### src/rtl/fetch_pkg.sv
// Shared types and encodings for the dual-issue fetch queue.
package fetch_pkg;

   localparam int XLEN_DEF = 32;

   // One buffered fetch result.
   typedef struct packed {
      logic [XLEN_DEF-1:0] pc;
      logic [XLEN_DEF-1:0] instr;
   } fetch_entry_t;

   // in_valid patterns; slot0 is always the older slot.
   localparam logic [1:0] IN_NONE    = 2'b00;
   localparam logic [1:0] IN_ONE     = 2'b01;
   localparam logic [1:0] IN_ILLEGAL = 2'b10;
   localparam logic [1:0] IN_TWO     = 2'b11;

   // deq_num values; 3 saturates to 2.
   localparam logic [1:0] DEQ_NONE = 2'd0;
   localparam logic [1:0] DEQ_ONE  = 2'd1;
   localparam logic [1:0] DEQ_TWO  = 2'd2;
   localparam logic [1:0] DEQ_SAT  = 2'd3;

   // Number of entries offered by an in_valid pattern (10 offers none).
   function automatic logic [1:0] enq_req_of(input logic [1:0] v);
      case (v)
         IN_ONE:              return 2'd1;
         IN_TWO:              return 2'd2;
         IN_NONE, IN_ILLEGAL: return 2'd0;
         default:             return 2'd0;
      endcase
   endfunction

   // Number of entries requested by decode, before clamping to occupancy.
   function automatic logic [1:0] deq_req_of(input logic [1:0] d);
      case (d)
         DEQ_ONE:          return 2'd1;
         DEQ_TWO, DEQ_SAT: return 2'd2;
         DEQ_NONE:         return 2'd0;
         default:          return 2'd0;
      endcase
   endfunction

endpackage

### src/rtl/fetch_queue_mem.sv
// Entry storage: DEPTH words, two write ports (tail, tail+1) and two
// combinational read ports (head, head+1). Write addresses never collide.
module fetch_queue_mem #(
   parameter int DEPTH = 8,
   parameter int W     = 64
) (
   input  logic                     clk,
   input  logic                     we0,
   input  logic                     we1,
   input  logic [$clog2(DEPTH)-1:0] waddr0,
   input  logic [$clog2(DEPTH)-1:0] waddr1,
   input  logic [W-1:0]             wdata0,
   input  logic [W-1:0]             wdata1,
   input  logic [$clog2(DEPTH)-1:0] raddr0,
   input  logic [$clog2(DEPTH)-1:0] raddr1,
   output logic [W-1:0]             rdata0,
   output logic [W-1:0]             rdata1
);

   logic [W-1:0] mem_q [DEPTH];

   // Write up to two entries per cycle; contents need no reset because
   // the control logic masks every slot that is not valid.
   always_ff @(posedge clk) begin
      if (we0) mem_q[waddr0] <= wdata0;
      if (we1) mem_q[waddr1] <= wdata1;
   end

   assign rdata0 = mem_q[raddr0];
   assign rdata1 = mem_q[raddr1];

endmodule

### src/rtl/fetch_queue.sv
// Dual-issue fetch buffer between fetch and 2-wide decode.
// Handshake: fetch may write when in_ready=1 (a registered function of
// occupancy only); the number of entries taken is given by in_valid and
// anything offered while in_ready=0 is dropped. Decode sees out_valid
// (00/01/11) and reports via deq_num how many head entries it consumed in
// the same cycle; requests beyond the occupancy are clamped.
module fetch_queue
   import fetch_pkg::*;
#(
   parameter int DEPTH = 8,
   parameter int XLEN  = XLEN_DEF
) (
   input  logic                   clk,
   input  logic                   reset,
   input  logic                   flush,
   input  logic [1:0]             in_valid,
   input  logic [XLEN-1:0]        in_pc0,
   input  logic [XLEN-1:0]        in_instr0,
   input  logic [XLEN-1:0]        in_pc1,
   input  logic [XLEN-1:0]        in_instr1,
   output logic                   in_ready,
   output logic [1:0]             out_valid,
   output logic [XLEN-1:0]        out_pc0,
   output logic [XLEN-1:0]        out_instr0,
   output logic [XLEN-1:0]        out_pc1,
   output logic [XLEN-1:0]        out_instr1,
   input  logic [1:0]             deq_num,
   output logic [$clog2(DEPTH):0] count
);

   localparam int AW = $clog2(DEPTH);
   localparam int CW = AW + 1;

   logic [AW-1:0]     head_q, head_d;
   logic [AW-1:0]     tail_q, tail_d;
   logic [CW-1:0]     count_q, count_d;
   logic [1:0]        enq_n, deq_eff, avail;
   logic              we0, we1;
   logic [AW-1:0]     tail_p1, head_p1;
   logic [2*XLEN-1:0] rdata0, rdata1;

   // Accept only when two free slots exist, so a 2-wide write always fits.
   assign in_ready = (count_q <= CW'(DEPTH - 2));
   assign enq_n    = in_ready ? enq_req_of(in_valid) : 2'd0;
   assign avail    = (count_q >= CW'(2)) ? 2'd2 : count_q[1:0];
   assign tail_p1  = tail_q + AW'(1);
   assign head_p1  = head_q + AW'(1);
   assign we0      = !flush && (enq_n != 2'd0);
   assign we1      = !flush && (enq_n == 2'd2);

   // Clamp the decode request to what is actually buffered.
   always_comb begin
      deq_eff = deq_req_of(deq_num);
      if (deq_eff > avail) deq_eff = avail;
   end

   // Next pointers and occupancy; flush wins over enqueue and dequeue.
   always_comb begin
      head_d  = head_q + AW'(deq_eff);
      tail_d  = tail_q + AW'(enq_n);
      count_d = count_q + CW'(enq_n) - CW'(deq_eff);
      if (flush) begin
         head_d  = '0;
         tail_d  = '0;
         count_d = '0;
      end
   end

   // Pointer and occupancy registers with asynchronous clear.
   always_ff @(posedge clk or posedge reset) begin
      if (reset) begin
         head_q  <= '0;
         tail_q  <= '0;
         count_q <= '0;
      end else begin
         head_q  <= head_d;
         tail_q  <= tail_d;
         count_q <= count_d;
      end
   end

   fetch_queue_mem #(
      .DEPTH (DEPTH),
      .W     (2 * XLEN)
   ) u_mem (
      .clk    (clk),
      .we0    (we0),
      .we1    (we1),
      .waddr0 (tail_q),
      .waddr1 (tail_p1),
      .wdata0 ({in_pc0, in_instr0}),
      .wdata1 ({in_pc1, in_instr1}),
      .raddr0 (head_q),
      .raddr1 (head_p1),
      .rdata0 (rdata0),
      .rdata1 (rdata1)
   );

   // Present the two oldest entries, zeroing any slot that is not valid.
   always_comb begin
      out_valid  = {count_q >= CW'(2), count_q >= CW'(1)};
      out_pc0    = '0;
      out_instr0 = '0;
      out_pc1    = '0;
      out_instr1 = '0;
      if (out_valid[0]) {out_pc0, out_instr0} = rdata0;
      if (out_valid[1]) {out_pc1, out_instr1} = rdata1;
   end

   assign count = count_q;

endmodule

### config.mk
export PLATFORM = sky130hd
export DESIGN_NAME = fetch_queue
export DESIGN_NICKNAME = d
export VERILOG_FILES = /design/src/rtl/fetch_pkg.sv /design/src/rtl/fetch_queue_mem.sv /design/src/rtl/fetch_queue.sv
export SDC_FILE = /design/constraint.sdc
export NUM_CORES = 1
export LEC_CHECK = 0
export CAP_MARGIN = 25
export CORE_UTILIZATION = 52
export CTS_BUF_LIST = sky130_fd_sc_hd__clkbuf_4
export CTS_CLUSTER_SIZE = 16
export DETAILED_ROUTE_END_ITERATION = 12
export PLACE_DENSITY = 0.75
export SYNTH_ARGS = -nofsm -noshare
export SYNTH_HDL_FRONTEND = slang
export SYNTH_SLANG_ARGS = --single-unit
export TNS_END_PERCENT = 50
### constraint.sdc
create_clock -name clk -period 7 [get_ports clk]
set_input_delay 2.1 -clock clk [delete_from_list [all_inputs] [get_ports clk]]
set_output_delay 2.1 -clock clk [all_outputs]
set_load 0.03 [all_outputs]
==> metrics.txt, run 1 <==
Peak VDD IR 307.4 uV; clk slew on worst S/H paths 60 ps; gpl congestion 0.7670; clk root buf clkbuf_4; wire per inst ~30 um; # clock sinks 522; minimum clock period roughly 6600 ps; FP Rows 87; total of max-cap violations 0; die area 58810 um2; final global-route overflow total 0; adder-cell share of the synthesized area 0.8069%; RSZ-0062 raised after global routing no; H-Tree Depth 4; Post-Synth XOR/XNOR Area 0.2537%; largest net degree at the start of global routing 142; Max FO, Critical Path 141; WP data arrival 4500 ps; I/O Buffers between 200 and 300; fraction of registers with async set/reset 1.916%; Crit path top cell by count buf_12; Pwr per Cell Area around 370 nW/um2; startpoint types flop; global-route wire length before repair between 100 and 150 mm; Synth top area share 51.11%; Std-Cell Core Area 56820 um2; Routed Antenna Nets 0; status finished clean; synthesized flop and latch total 522; nets@finish 2141; Area Growth Syn to Fin 17.69%; Slowest-stage cell, CP buf_12; clk_lat worst skew 1000 ps; Buf/Inv on CP 3; LEAKAGE 11.68 nW; post-CTS setup buffer count 0; Initial DRC Count 1706; simple-gate area share of the yosys netlist 1.260%; ranking of synthesized cells by area edfxtp_1, mux4_2, mux2_2; most numerous cell in the Yosys netlist edfxtp_1; setup TNS 0 ps; Synth Area in Compound Gates 4.055%; sequential share of the synthesized area roughly half; delay-heaviest family, CP buffers and inverters; number of synthesized flops with an enable pin ~510; drc violations 0; die width 242.5 um; CTS Buf Count 143; DP Area 33640 um2; Die Height 242.5 um; final WL 84.35 mm; post-synthesis cell count 1666; fmax 151.5 MHz; Fill cells 4107; syn_nets 1818; leading area contributor after synthesis edfxtp_1; gr usage total 28.79%; Final setup viols 0; mux share of post-synthesis cell area approximately 39%; crit end category output port; TritonCTS clock tree done; starting density of the core 52.94%; Cell Area, Synth approximately 30000 um2; max-slew violations 0; post-synth cell types 41; Post-CTS Resized 0; Final Hold Viols 0; top post-synthesis cells by count edfxtp_1, mux2_2, mux4_2, a22o_1, buf_2; Max clock buf depth 3; via count 18780; Ports 270; synthesized area per cell roughly 18 um2; Hold-fix buffers, CTS 0; Worst path max stage delay 700 ps; prevailing post-synth register cell edfxtp_1; vias in the first global route between 15000 and 20000; Setup CP Type flop to output port; largest family of logic cells by synthesized area multiplexers; Max-slew headroom 27.01%; YS warnings 0; Clock Skew 82.39 ps; CP Cell Sequence buf_12, buf_12, mux4_2, a22o_1, clkdlybuf4s50_1; Tightest Pin Transition 1091 ps; Hold/Removal Path Class flop to flop; final period utilization 94.31%; initial antenna violation count 13; Initial DRT Pass Iterations 5; layout cells sized above 1 49.16%; required time of the critical path 4900 ps; via density per instance 6.593; Finished Cell Area around 35000 um2; DPL Wire Length ~47 mm
-- path summary, 6_finish.rpt --
path                                start  depth (start not counted)  slack (ps)                end
worst max-delay path            head_q[0]                          5         400        out_pc1[12]
worst min-delay path            head_q[2]                          2         670          head_q[2]
worst max register to register  tail_q[0]                          5        3560  u_mem.mem_q[0][2]
worst min register to register  head_q[2]                          2         670          head_q[2]
max in group asynchronous           reset                          2        5240          head_q[0]
min in group asynchronous           reset                          2        1410          tail_q[2]
-- cells by family (layout without fill, tap and decap cells) --
family,after synthesis,after routing
mux,768,768
simple gates,58,58
fa+ha+maj,17,17
buf+inv,152,571
compound gates,142,142
other cells,0,8
xor+xnor,7,7
flops,522,522
-- state kept, by name, summed over array words and instances, names as in the netlist --
signal	count
u_mem.mem_q	512
count	4
head_q	3
tail_q	3
-- cell usage in the layout, fill, tap and decap left out, drive strengths merged, types with 5 or more instances in the layout --
cell and instances:
a21oi 5, a22o 128, a31oi 5, buf 48
clkbuf 206, clkdlybuf4s50 269, clkinv 26, dfrtp 10
diode 8, edfxtp 512, ha 13, inv 18
mux2 512, mux4 256, nor2 16, nor2b 8
nor3 14, xnor2 5
-- worst min-delay path: cells and delay by family, from the launching register on --
kind          cells  cell delay, ps
xor+xnor          1             100
simple gates      1              70
flops             1             460
-- routing by layer --
metal,global-route usage [%],wire length (um)
met3,8.696,8236
met5,0,72
met2,47.22,42040
met4,8.749,1820
met1,36.84,32180
-- report_power, final --
group / switching [W] / leakage (nW) / internal [W]
sequential: 0.0000835 / 4.76 / 0.00362
clock: 0.00128 / 1.05 / 0.00142
combinational: 0.00364 / 5.88 / 0.00290
total: 0.00500 / 11.7 / 0.00794
-- layout make-up --
| class | count | area (um2) | area share [%] |
|---|---|---|---|
| clock buffer | 206 | 1546 | 4.368 |
| inverter | 13 | 48.80 | 0.1378 |
| sequential | 522 | 15630 | 44.15 |
| antenna | 8 | 20.02 | 0.05655 |
| tap | 756 | 945.9 | 2.672 |
| clock inverter | 35 | 198.9 | 0.5619 |
| multi-input combinational | 992 | 13780 | 38.91 |
| timing repair buffer | 317 | 3236 | 9.139 |
-- per-stage QoR --
stage               setup WS (ps)  cells  utilization, %  hold slack, ps  total power (W)
finish                      398.6   2849           62.31           671.1          0.01294
global route                93.20   2847           62.30           696.6          0.01342
CTS                         290.9   2841           62.27           674.5          0.01301
detailed placement           1418   2600           59.20           657.2          0.01029
global placement             1448   2599           59.15           635.9          0.01024
floorplan                   590.7   1666               -           551.6         0.007924
Power figures use the tool's default switching activity.
==> run 2: changes to the inputs <==
CORE_MARGIN = 2   (was unset)
MAX_ROUTING_LAYER = met4   (was unset)
==> metrics.txt, run 2 (synthesized netlist as in run 1, its figures left out) <==
nets@finish 2140; gpl congestion 0.8023; H-Tree Depth 4; drc violations 0; gr usage total 29.49%; Finished Cell Area approximately 35000 um2; Max-slew headroom a little under a third; Pwr per Cell Area 366.3 nW/um2; largest net degree at the start of global routing 133; Ports 270; Max FO, Critical Path 19; Top reg by flops u_mem.mem_q; FP Rows 88; max FFs per register 512; Detail Route met2 WL 41.90 mm; Area Growth Syn to Fin 17.81%; uppermost layer routed met4; DPL Wire Length 48.53 mm; required time of the critical path approximately 4900 ps; CP Cell Sequence inv_1, ha_1, nor2b_1, nand2b_1, nor2b_4, buf_4, a22o_1, clkdlybuf4s50_1; Slowest-stage cell, CP nor2b_4; crit end category output port; initial antenna violation count 15; RSZ-0062 raised after global routing no; Post-CTS Resized 0; met3 WL 7.981 mm; layout cells sized above 1 49.06%; final global-route overflow total 0; met1 WL 32.46 mm; Layout Cells excl Fill between 2000 and 3000; clk root buf clkbuf_4; Tightest Pin Transition roughly 1000 ps; Std-Cell Core Area 57480 um2; delay-heaviest family, CP buffers and inverters; wire per inst between 20 and 30 um; DP Area 33660 um2; setup TNS 0 ps; total of max-cap violations 0; post-CTS setup buffer count 0; CTS Buf Count ~140; global-route wire length before repair ~120 mm; Max clock buf depth 3; final hold slack 680.9 ps; Routed Antenna Nets 0; final WL 84.75 mm; Buf/Inv on CP 3; vias in the first global route 19550; # clock sinks ~520; Hold/Removal Path Class flop to flop; minimum clock period 6314 ps; Worst path max stage delay 710 ps; max-slew violations 0; status finished clean; Peak VDD IR 321.9 uV; clk slew on worst S/H paths 60 ps; clk_lat worst skew 1000 ps; LEAKAGE 11.64 nW; Initial DRT Pass Iterations 6; TritonCTS clock tree done; Clock Skew 41.99 ps; commonest non-fill, non-tap cell in the layout edfxtp_1; via density per instance between 6 and 7; die width 244.5 um; die area approximately 60000 um2; Setup CP Type flop to output port; placed insts 2610; Final setup viols 0; I/O Buffers approximately 270; final period utilization 90.20%; fmax 158.4 MHz; starting density of the core 52.34%; Initial DRC Count 1591; Hold-fix buffers, CTS 0; startpoint types flop; WP data arrival ~4200 ps; Final Hold Viols 0; commonest non-fill, non-tap cells in the layout edfxtp_1, mux2_2, clkdlybuf4s50_1; via count about 19000; Die Height 244.5 um
[run 2: cell types whose count changed in the layout (fill, tap and decap cells not counted)]
cell / change
clkinvlp_4: +4
diode_2: +15
clkbuf_4: -13
clkinv_4: +1
buf_12: +2
bufinv_16: +2
and2_4: -2
clkinv_1: -4
and2_2: +2
buf_16: -1
inv_2: -3
[run 2: metal layers]
layer / vias up / global-route usage, %
li1: 7839 / -
met1: 9762 / 37.47
met2: 989 / 46.26
met3: 148 / 7.276
met4: 0 / 10.90
met5: - / -
[run 2: cell type report]
type                            instances  area [um2]
Fill cell                            4230       22040
Sequential cell                       522       15630
Multi-Input combinational cell        992       13770
Timing Repair Buffer                  318        3248
Clock buffer                          193        1449
Tap cell                              765       957.2
Clock inverter                         35       271.5
Antenna cell                           23       57.56
Inverter                               13       48.80
[run 2: path summary, 6_finish.rpt]
check | startpoint | to | slack [ps] | cells past startpoint
max | count[2] | out_instr0[0] | 690 | 8
min reg2reg | head_q[2] | head_q[2] | 680 | 2
max reg2reg | count[3] | count[3] | 3610 | 16
min in group asynchronous | reset | tail_q[2] | 1400 | 2
min | head_q[2] | head_q[2] | 680 | 2
max in group asynchronous | reset | head_q[1] | 5240 | 2
[run 2: worst reg2reg max path: stages (launching register included)]
cell and delay (ps):
dfrtp_1 370, inv_1 150, ha_1 160, nor2b_1 520, inv_1 100, ha_1 320
nor2_1 50, o22ai_1 150, nor2_1 60, a21oi_1 290, ha_1 210, inv_1 70
ha_1 300, a21o_1 150, a21oi_1 160, xnor2_1 150, nor2_1 70
[run 2: metrics by stage]
stage	worst slack (ps)	power [W]	utilization, %
floorplan	590.7	0.007924	-
global placement	1403	0.01026	58.53
detailed placement	1715	0.01033	58.56
CTS	612.7	0.01306	61.56
global route	513.4	0.01348	61.64
finish	686.1	0.01298	61.66
[run 2: report_power, final]
part           internal, W  leakage [nW]  switching, W
clock network      0.00141          1.00       0.00129
registers          0.00362          4.76      0.000106
logic              0.00292          5.88       0.00362
total              0.00796          11.6       0.00502
==> run 3: changes to the inputs <==
CTS_CLUSTER_SIZE = unset   (was 16)
==> results of run 3 <==
The final DEF is identical to that of run 2; final timing and power are the same.
